$ cat config.mk
export PLATFORM = sky130hd
export DESIGN_NAME = m1_image_loader_flat
export DESIGN_NICKNAME = d
export VERILOG_FILES = /design/src/rtl/m1_image_loader_if.sv /design/src/rtl/m1_image_loader.sv /design/src/flat_wrapper.sv
export SDC_FILE = /design/constraint.sdc
export NUM_CORES = 1
export LEC_CHECK = 0
export CORE_MARGIN = 5
export CORE_UTILIZATION = 65
export DETAILED_ROUTE_END_ITERATION = 10
export DONT_BUFFER_PORTS = 1
export PLACE_DENSITY_LB_ADDON = 0.25
export SLEW_MARGIN = 25
export SYNTH_ARGS = -nofsm -noshare
export SYNTH_HDL_FRONTEND = slang
export SYNTH_SLANG_ARGS = --single-unit
export TNS_END_PERCENT = 5
$ cat constraint.sdc
create_clock -name clock -period 3.1 [get_ports clock]
set_input_delay 0.31 -clock clock [delete_from_list [all_inputs] [get_ports clock]]
set_output_delay 0.31 -clock clock [all_outputs]
set_load 0.03 [all_outputs]
$ cat src/rtl/m1_image_loader_if.sv
// -----------------------------------------------------------------------------
// m1_image_loader_if
// Pixel-stream handshake plus the M1 write port of the image loader.
//   pix_valid/pix_data/pix_last : pixel stream from the source
//   pix_ready                   : loader accepts a pixel this cycle
//   M1_WriteBus/Address/Enable  : packed-word write into M1
// Modports: master = pixel source / M1 observer, slave = the loader.
// -----------------------------------------------------------------------------
interface m1_image_loader_if #(
  parameter int PIX_W  = 8,
  parameter int WORD_W = 32,
  parameter int ADDR_W = 12
);
  logic              pix_valid;
  logic [PIX_W-1:0]  pix_data;
  logic              pix_last;
  logic              pix_ready;
  logic [WORD_W-1:0] M1_WriteBus;
  logic [ADDR_W-1:0] M1_WriteAddress;
  logic              M1_WriteEnable;

  modport master (
    output pix_valid, pix_data, pix_last,
    input  pix_ready, M1_WriteBus, M1_WriteAddress, M1_WriteEnable
  );

  modport slave (
    input  pix_valid, pix_data, pix_last,
    output pix_ready, M1_WriteBus, M1_WriteAddress, M1_WriteEnable
  );
endinterface

$ cat src/rtl/m1_image_loader.sv
// -----------------------------------------------------------------------------
// m1_image_loader
// Producer side of the input image memory M1. Accepts a PIX_W pixel stream,
// packs PPW pixels per WORD_W word (first pixel in the LSBs) and writes
// consecutive M1 words starting at BASE_ADDR. A frame ends after NUM_PIXELS
// pixels or early on pix_last, in which case the partial word is zero-filled
// and short_frame is raised.
// Ports:
//   clock, reset_n : clock (rising edge), asynchronous active-low reset
//   frame_start    : arms a new frame (honoured only when idle)
//   bus            : pixel stream in, M1 write port out (slave modport)
//   busy           : high from arming until done
//   done           : one-cycle completion pulse
//   short_frame    : sticky, frame ended early on pix_last
// All outputs are registered.
// -----------------------------------------------------------------------------
module m1_image_loader #(
  parameter int PIX_W      = 8,
  parameter int WORD_W     = 32,
  parameter int ADDR_W     = 12,
  parameter int NUM_PIXELS = 16384,
  parameter int BASE_ADDR  = 0
) (
  input  logic                clock,
  input  logic                reset_n,
  input  logic                frame_start,
  m1_image_loader_if.slave    bus,
  output logic                busy,
  output logic                done,
  output logic                short_frame
);

  localparam int PPW       = WORD_W / PIX_W;
  localparam int LANE_W    = (PPW > 1) ? $clog2(PPW) : 1;
  localparam int PIX_CNT_W = $clog2(NUM_PIXELS + 1);

  typedef enum logic [1:0] {
    S_IDLE,
    S_LOAD,
    S_FIN,
    S_DONE
  } state_t;

  state_t              r_state;
  state_t              w_next_state;

  logic [LANE_W-1:0]    r_lane;
  logic [PIX_CNT_W-1:0] r_pix_cnt;
  logic [ADDR_W-1:0]    r_word_cnt;
  logic [WORD_W-1:0]    r_word_buf;

  logic                 r_pix_ready;
  logic                 r_write_en;
  logic [WORD_W-1:0]    r_write_bus;
  logic [ADDR_W-1:0]    r_write_addr;
  logic                 r_busy;
  logic                 r_done;
  logic                 r_short_frame;

  logic                 w_accept;
  logic                 w_last_pix;
  logic                 w_lane_full;
  logic                 w_early;
  logic                 w_final;
  logic                 w_write;
  logic [WORD_W-1:0]    w_word;

  // pix_ready is registered and is high exactly while in LOAD.
  assign w_accept    = r_pix_ready & bus.pix_valid;
  assign w_last_pix  = (r_pix_cnt == PIX_CNT_W'(NUM_PIXELS - 1));
  assign w_lane_full = (r_lane == LANE_W'(PPW - 1));
  // pix_last on the nominal final pixel is not an early end.
  assign w_early     = w_accept & bus.pix_last & ~w_last_pix;
  assign w_final     = w_accept & (w_last_pix | bus.pix_last);
  assign w_write     = w_accept & (w_lane_full | w_final);

  // Current word with the incoming pixel merged into its lane. Lanes above
  // the current one are still zero in r_word_buf, which gives the zero-fill
  // of a partial word for free.
  always_comb begin
    // NOTE: every always_comb output gets a default first so no path can
    // leave it unassigned and infer a latch.
    w_word = r_word_buf;
    for (int k = 0; k < PPW; k++) begin
      if (r_lane == LANE_W'(k)) begin
        w_word[PIX_W*k +: PIX_W] = bus.pix_data;
      end
    end
  end

  always_comb begin
    w_next_state = r_state;
    unique case (r_state)
      S_IDLE: if (frame_start) w_next_state = S_LOAD;
      S_LOAD: if (w_final)     w_next_state = S_FIN;
      S_FIN:                   w_next_state = S_DONE;
      S_DONE:                  w_next_state = S_IDLE;
      default:                 w_next_state = S_IDLE;
    endcase
  end

  // State register and the status outputs derived from the next state, so
  // they line up with r_state without a combinational output path.
  always_ff @(posedge clock or negedge reset_n) begin
    if (!reset_n) begin
      // NOTE: sequential state uses non-blocking assignments so every flop
      // samples pre-edge values regardless of statement order.
      r_state     <= S_IDLE;
      r_pix_ready <= 1'b0;
      r_busy      <= 1'b0;
      r_done      <= 1'b0;
    end else begin
      r_state     <= w_next_state;
      r_pix_ready <= (w_next_state == S_LOAD);
      r_busy      <= (w_next_state != S_IDLE);
      r_done      <= (w_next_state == S_DONE);
    end
  end

  // Lane / pixel / word counters, packing buffer and the sticky short flag.
  always_ff @(posedge clock or negedge reset_n) begin
    if (!reset_n) begin
      r_lane        <= '0;
      r_pix_cnt     <= '0;
      r_word_cnt    <= '0;
      r_word_buf    <= '0;
      r_short_frame <= 1'b0;
    end else if ((r_state == S_IDLE) && frame_start) begin
      r_lane        <= '0;
      r_pix_cnt     <= '0;
      r_word_cnt    <= '0;
      r_word_buf    <= '0;
      r_short_frame <= 1'b0;
    end else if (w_accept) begin
      r_pix_cnt <= r_pix_cnt + PIX_CNT_W'(1);
      if (w_write) begin
        r_lane     <= '0;
        r_word_buf <= '0;
        r_word_cnt <= r_word_cnt + ADDR_W'(1);
      end else begin
        r_lane     <= r_lane + LANE_W'(1);
        r_word_buf <= w_word;
      end
      if (w_early) begin
        r_short_frame <= 1'b1;
      end
    end
  end

  // M1 write port: one-cycle strobe; bus and address hold between writes.
  always_ff @(posedge clock or negedge reset_n) begin
    if (!reset_n) begin
      r_write_en   <= 1'b0;
      r_write_bus  <= '0;
      r_write_addr <= ADDR_W'(BASE_ADDR);
    end else begin
      r_write_en <= w_write;
      if (w_write) begin
        r_write_bus  <= w_word;
        r_write_addr <= ADDR_W'(BASE_ADDR) + r_word_cnt;
      end
    end
  end

  assign bus.pix_ready       = r_pix_ready;
  assign bus.M1_WriteEnable  = r_write_en;
  assign bus.M1_WriteBus     = r_write_bus;
  assign bus.M1_WriteAddress = r_write_addr;
  assign busy                = r_busy;
  assign done                = r_done;
  assign short_frame         = r_short_frame;

endmodule

$ cat src/flat_wrapper.sv
// flat-port wrapper written by rule: the top's interface ports become plain ports
module m1_image_loader_flat 
#(
  parameter int PIX_W      = 8,
  parameter int WORD_W     = 32,
  parameter int ADDR_W     = 12,
  parameter int NUM_PIXELS = 16384,
  parameter int BASE_ADDR  = 0
)
  (clock, reset_n, frame_start, busy, done, short_frame, bus_pix_valid, bus_pix_data, bus_pix_last, bus_pix_ready, bus_M1_WriteBus, bus_M1_WriteAddress, bus_M1_WriteEnable);
  m1_image_loader_if #(.PIX_W(PIX_W), .WORD_W(WORD_W), .ADDR_W(ADDR_W)) bus_i ();
  input  logic clock;
  input  logic reset_n;
  input  logic frame_start;
  output logic busy;
  output logic done;
  output logic short_frame;
  input wire logic [$bits(bus_i.pix_valid)-1:0] bus_pix_valid;
  input wire logic [$bits(bus_i.pix_data)-1:0] bus_pix_data;
  input wire logic [$bits(bus_i.pix_last)-1:0] bus_pix_last;
  output wire logic [$bits(bus_i.pix_ready)-1:0] bus_pix_ready;
  output wire logic [$bits(bus_i.M1_WriteBus)-1:0] bus_M1_WriteBus;
  output wire logic [$bits(bus_i.M1_WriteAddress)-1:0] bus_M1_WriteAddress;
  output wire logic [$bits(bus_i.M1_WriteEnable)-1:0] bus_M1_WriteEnable;
  assign bus_i.pix_valid = bus_pix_valid;
  assign bus_i.pix_data = bus_pix_data;
  assign bus_i.pix_last = bus_pix_last;
  assign bus_pix_ready = bus_i.pix_ready;
  assign bus_M1_WriteBus = bus_i.M1_WriteBus;
  assign bus_M1_WriteAddress = bus_i.M1_WriteAddress;
  assign bus_M1_WriteEnable = bus_i.M1_WriteEnable;
  m1_image_loader #(.PIX_W(PIX_W), .WORD_W(WORD_W), .ADDR_W(ADDR_W), .NUM_PIXELS(NUM_PIXELS), .BASE_ADDR(BASE_ADDR)) u_core (.clock(clock), .reset_n(reset_n), .frame_start(frame_start), .bus(bus_i), .busy(busy), .done(done), .short_frame(short_frame));
endmodule
After elaboration in Yosys (flattened, before gate mapping)
Index checks and enable logic that the tools add are counted.
Operators by class
  reductions and logical operators: 9
  muxes and demuxes: 21
  add/subtract/negate cells: 3
  eq/ne operators: 9
  bitwise operators: 8
Operator list (number)
  32-bit two-way mux: 3
  12-bit two-way mux: 3
  8-bit two-way mux: 4
  15-bit two-way mux: 2
  15-bit by 1-bit adder with 15-bit output, second input constant: 1
  15-bit by 14-bit equality test with 1-bit output, second input constant: 1
  12-bit by 1-bit adder with 12-bit output, second input constant: 1
  2-bit equality test, second input constant: 5
  2-bit two-way mux: 5
  2-bit case mux with 4 select lines: 1
  2-bit nonzero test: 4
  2-bit by 1-bit equality test with 1-bit output, second input constant: 3
  1-bit bitwise AND: 5
  2-bit zero test: 2
  2-bit AND reduction: 2
  1-bit two-way mux: 3
  2-bit by 1-bit adder with 2-bit output, second input constant: 1
  1-bit OR: 2
  1-bit logical AND: 1
  1-bit NOT: 1
Storage, ports and cells
  bits in registers: 112
  output and inout port bits: 49
  logic and storage cells: 62

Depth between registers and ports, before layout
  depth after elaboration: 8
  mapped depth: 10

Least setup slack after synthesis
No wires, ideal clock.
  kind: register to register
  from: register u_core.r_lane[0]
  to: register u_core.r_write_addr[10], in the netlist u_core.bus.M1_WriteAddress[10]
  setup time: 125 ps
  slack: 1057 ps
  cell stages (with the launch flop): 9
  required time: 2975 ps
  arrival time: 1918 ps
  period minus slack after synthesis: 2043 ps
  path through: dfrtp_1 > ha_1 > buf_2 > nor2_1 > nor2_1 > nor2_2 > buf_6 > clkbuf_1 > mux2_2
Between the ends
  longest elaborated chain between the ends: 3
Ends and longest elaborated chain
  from (decl): RTL line m1_image_loader.sv:47  | logic [LANE_W-1:0] r_lane;
  from (signal assigned): RTL line m1_image_loader.sv:141  | r_lane <= r_lane + LANE_W'(1);
  2-bit equality test: RTL line m1_image_loader.sv:71  | assign w_lane_full = (r_lane == LANE_W'(PPW - 1));
  1-bit OR: RTL line m1_image_loader.sv:75  | assign w_write = w_accept & (w_lane_full | w_final);
  1-bit bitwise AND: RTL line m1_image_loader.sv:75
  to (signal assigned): RTL line m1_image_loader.sv:155  | r_write_addr <= ADDR_W'(BASE_ADDR);
  to (signal assigned): RTL line m1_image_loader.sv:160  | r_write_addr <= ADDR_W'(BASE_ADDR) + r_word_cnt;
  to (decl): RTL line m1_image_loader.sv:55  | logic [ADDR_W-1:0] r_write_addr;
No other way between the ends.
A chain may end at the register's enable or synchronous reset.

Worst setup path after layout
  from: register u_core.r_pix_ready, in the netlist u_core.bus.pix_ready
  to: register u_core.r_write_bus[19], in the netlist u_core.bus.M1_WriteBus[19]
Between the ends
  longest elaborated chain between the ends: 4
Ends and longest elaborated chain
  from (decl): RTL line m1_image_loader.sv:52  | logic r_pix_ready;
  from (signal assigned): RTL line m1_image_loader.sv:114  | r_pix_ready <= (w_next_state == S_LOAD);
  1-bit bitwise AND (*): RTL line m1_image_loader.sv:69  | assign w_accept = r_pix_ready & bus.pix_valid;
  1-bit bitwise AND: RTL line m1_image_loader.sv:74  | assign w_final = w_accept & (w_last_pix | bus.pix_last);
  1-bit OR: RTL line m1_image_loader.sv:75
  1-bit bitwise AND (*): RTL line m1_image_loader.sv:75
  to (signal assigned): RTL line m1_image_loader.sv:159  | r_write_bus <= w_word;
  to (decl): RTL line m1_image_loader.sv:54  | logic [WORD_W-1:0] r_write_bus;
Every way passes the cells marked *; elsewhere a longest branch is shown, timed or not.

==> run_results.csv <==
group,metric,value,unit
run_status,status,"finished clean",
global_route,grt.met1_usage,28.5,%
synth,synth_edf_count,0,
synth,yosysMostFrequentCell,"dfrtp_1",
timing,grt_setup_unrepaired,"false",
clock_tree,cts_sinks,112,
clock_tree,cts_resized,0,
timing,setup-violations-final,0,
die,die_y,96.7,um
routing,via_per_inst,6.05,
power,p_leak,2.41,nW
timing,worst_clock_skew,21.0,ps
synth,synth_cell_types,39,
setup_path,crit_type,"reg2reg",
timing,setup_tns,0,ps
job,timing.max_cap.violations,0,
power,pwr-share-seq,58.5,%
global_route,gr-usage-met2,35.1,%
clock_tree,h-tree-depth,3,
power,p_per_area,773,mW/mm^2
die,rows,31,
placed_design,port_buffers,0,
timing,period_needed,2460,ps
global_route,grt_pass1_vias,3408,
clock_tree,path_clk_slew,110,ps
power,report.power.total,4.00,mW
clock_tree,cts_setup_buffers,0,
power,internal_power,2.39,mW
synth,yosysTopAreaCell,"dfrtp_1",
timing,slew_viol_final,0,
die,boundaryPins,62,
setup_path,end_kind,"flop",
setup_path,cp_data_arrival_time,2700,ps
timing,slew_headroom,36.8,%
die,core-area,0.00729,sq mm
final_layout,final_cells,550,
placed_design,place_congestion,0.794,
synth,synth.area.top_cells,"dfrtp_1 57%, mux2i_1 6.8%, nor2_1 4.8%",
synth,ys_warn_count,0,
synth,syn-mean-instance-area,10.8,sq um
clock_tree,tritoncts,"yes",
setup_path,worstPathRequired,3340,ps
routing,wirelength,9760,um
power,power_frac_clock,19.6,%
power,switching_share,40.2,%
routing,drc_errors,0,
synth,yosysTopAreaCellShare,57.3,%
synth,synth_nets,471,
routing,drt-wirelength-per-cell,17.7,um
setup_path,startpoint_type,"flop",
global_route,antenna_found_initial,0,
power,vdd_drop_max,0.000441,V
global_route,grt_max_degree,113,
clock_tree,cts_buffer_depth,2,
synth,ys_async_sr_fraction,100,%
global_route,busiest_layer,"met2",
clock_tree,clock-root-buffer,"clkbuf_8",
synth,synth_top_flop_cell,"dfrtp_1",
timing,whs,95.6,ps
die,die_area,0.00935,sq mm
clock_tree,cts_hold_buf,2,
synth,syn_inst,452,
setup_path,crit_path_max_fanout,56,
global_route,grtUsageTotal,21.8,%
placed_design,dp_cells,533,
synth,ys_seq_area_share,57.3,%
final_layout,drive_gt1_share,8.65,%
global_route,grt_pass1_wl,16800,um
min_path,hold_path.class,"in2reg",
global_route,use_met3,5.40,%
die,start_util,67.0,%
placed_design,dp_hpwl,6430,um
power,power.switching,1.61,mW
clock_tree,cts_made_buffers,9,
synth,synth_area,0.00489,sq mm
routing,detail-route-antenna-nets,0,
timing,tightestPinTransition,940,ps
final_layout,fillCellCount,559,
global_route,overflow,0,
final_layout,area_growth,5.71,%
synth,synthTopCellsByCount,"112 x dfrtp_1, 63 x nor2_1, 47 x nand2_1",
synth,synth-seq-cells,112,
final_layout,nets,466,
routing,dr_total_vias,3328,
timing,hold_violations,0,
timing,timing.final.crit_share,79.5,%
power,power_frac_comb,21.9,%
die,die_w,96.7,um
timing,clock.fmax,0.406,GHz
clock_tree,clk_latency,380,ps
final_layout,diodes,0,
routing,first_pass_iters,6,
routing,dr.first_iter.drc_count,173,
==> power by group through the flow <==
stage          logic [mW]  clock network [mW]  registers, mW
2_1_floorplan       0.691                   0           2.30
3_5_place_dp        0.847                   0           2.37
5_1_grt              1.01               0.856           2.38
4_1_cts             0.884               0.797           2.34
3_3_place_gp        0.813                   0           2.35
6_report            0.876               0.782           2.34
==> sequential cells by signal (all words and copies together), names as in the netlist <==
register,cells
u_core.bus.pix_ready,1
u_core.r_state,2
u_core.r_pix_cnt,15
u_core.short_frame,1
u_core.r_lane,2
u_core.bus.M1_WriteEnable,1
u_core.bus.M1_WriteAddress,12
u_core.r_word_cnt,12
u_core.done,1
u_core.busy,1
u_core.bus.M1_WriteBus,32
u_core.r_word_buf,32
==> kinds of logic after synthesis <==
logic type               synth area share [%]
flip-flops                               57.3
buffers and inverters                    2.43
XOR/XNOR                                 3.58
AO/OA/AOI/OAI                            10.3
multiplexers                             9.52
AND/OR/NAND/NOR                          15.2
adder cells (fa/ha/maj)                  1.54
==> placed cells by master, fill, tap and decap left out, types with 2 or more instances in the layout <==
| cell type | count |
|---|---|
| a22oi_1 | 24 |
| xor2_1 | 13 |
| buf_4 | 6 |
| dfrtp_1 | 112 |
| and4_1 | 2 |
| nand3_1 | 6 |
| inv_1 | 5 |
| o31ai_1 | 5 |
| mux2_2 | 12 |
| ha_1 | 6 |
| nand2_1 | 47 |
| nor2_1 | 63 |
| a21oi_1 | 7 |
| and3_1 | 13 |
| o2111ai_1 | 2 |
| or4_1 | 5 |
| nand4_2 | 2 |
| mux2i_1 | 33 |
| and2_1 | 3 |
| nor3_1 | 2 |
| xnor2_1 | 7 |
| inv_6 | 2 |
| clkinv_2 | 2 |
| o21ai_0 | 37 |
| clkbuf_8 | 9 |
| nand4_1 | 7 |
| o211ai_1 | 3 |
==> path summary, 6_finish.rpt <==
path	start	endpoint	slack, ps	cells after the start
max	u_core.bus.pix_ready$_DFF_PN0_	u_core.bus.M1_WriteBus[19]$_DFFE_PN0P_	640	5
min	frame_start	u_core.busy$_DFF_PN0_	100	2
max reg2reg	u_core.bus.pix_ready$_DFF_PN0_	u_core.bus.M1_WriteBus[19]$_DFFE_PN0P_	640	5
min reg2reg	u_core.r_word_buf[30]$_DFFE_PN0P_	u_core.r_word_buf[30]$_DFFE_PN0P_	520	1
max in group asynchronous	reset_n	u_core.r_lane[1]$_DFFE_PN0P_	2140	2
min in group asynchronous	reset_n	u_core.bus.M1_WriteBus[4]$_DFFE_PN0P_	520	2
==> worst max-delay path: stages, from the launching register on <==
cell	delay, ps
dfrtp_1	540
nand2_1	250
nor2_1	180
nor2_4	650
buf_4	530
o21ai_0	180
==> per-stage QoR <==
| stage | setup WS [ps] | area [sq um] | util [%] |
|---|---|---|---|
| 3_3_place_gp | 742 | 4960 | 68.0 |
| 3_5_place_dp | 617 | 4960 | 68.0 |
| 6_report | 636 | 5170 | 70.8 |
| 5_1_grt | 370 | 5170 | 70.8 |
| 4_1_cts | 590 | 5170 | 70.8 |
| 2_1_floorplan | 1060 | 4890 | - |
==> final cells by class <==
class,instances,area (sq um),area share (%)
clock inverters,6,43.8,0.848
multi-input cells,311,1970,38.1
inverters,5,18.8,0.363
flip-flops and latches,112,2800,54.3
well taps,99,124,2.40
repair buffers,8,82.6,1.60
clock buffers,9,124,2.40
==> metal layers <==
metal | vias to the layer above | share of wire (%)
met5 | - | 0
met1 | 1668 | 42
met2 | 85 | 50
met3 | 11 | 5.6
li1 | 1564 | -
met4 | 0 | 1.8
Power figures use the tool's default switching activity.
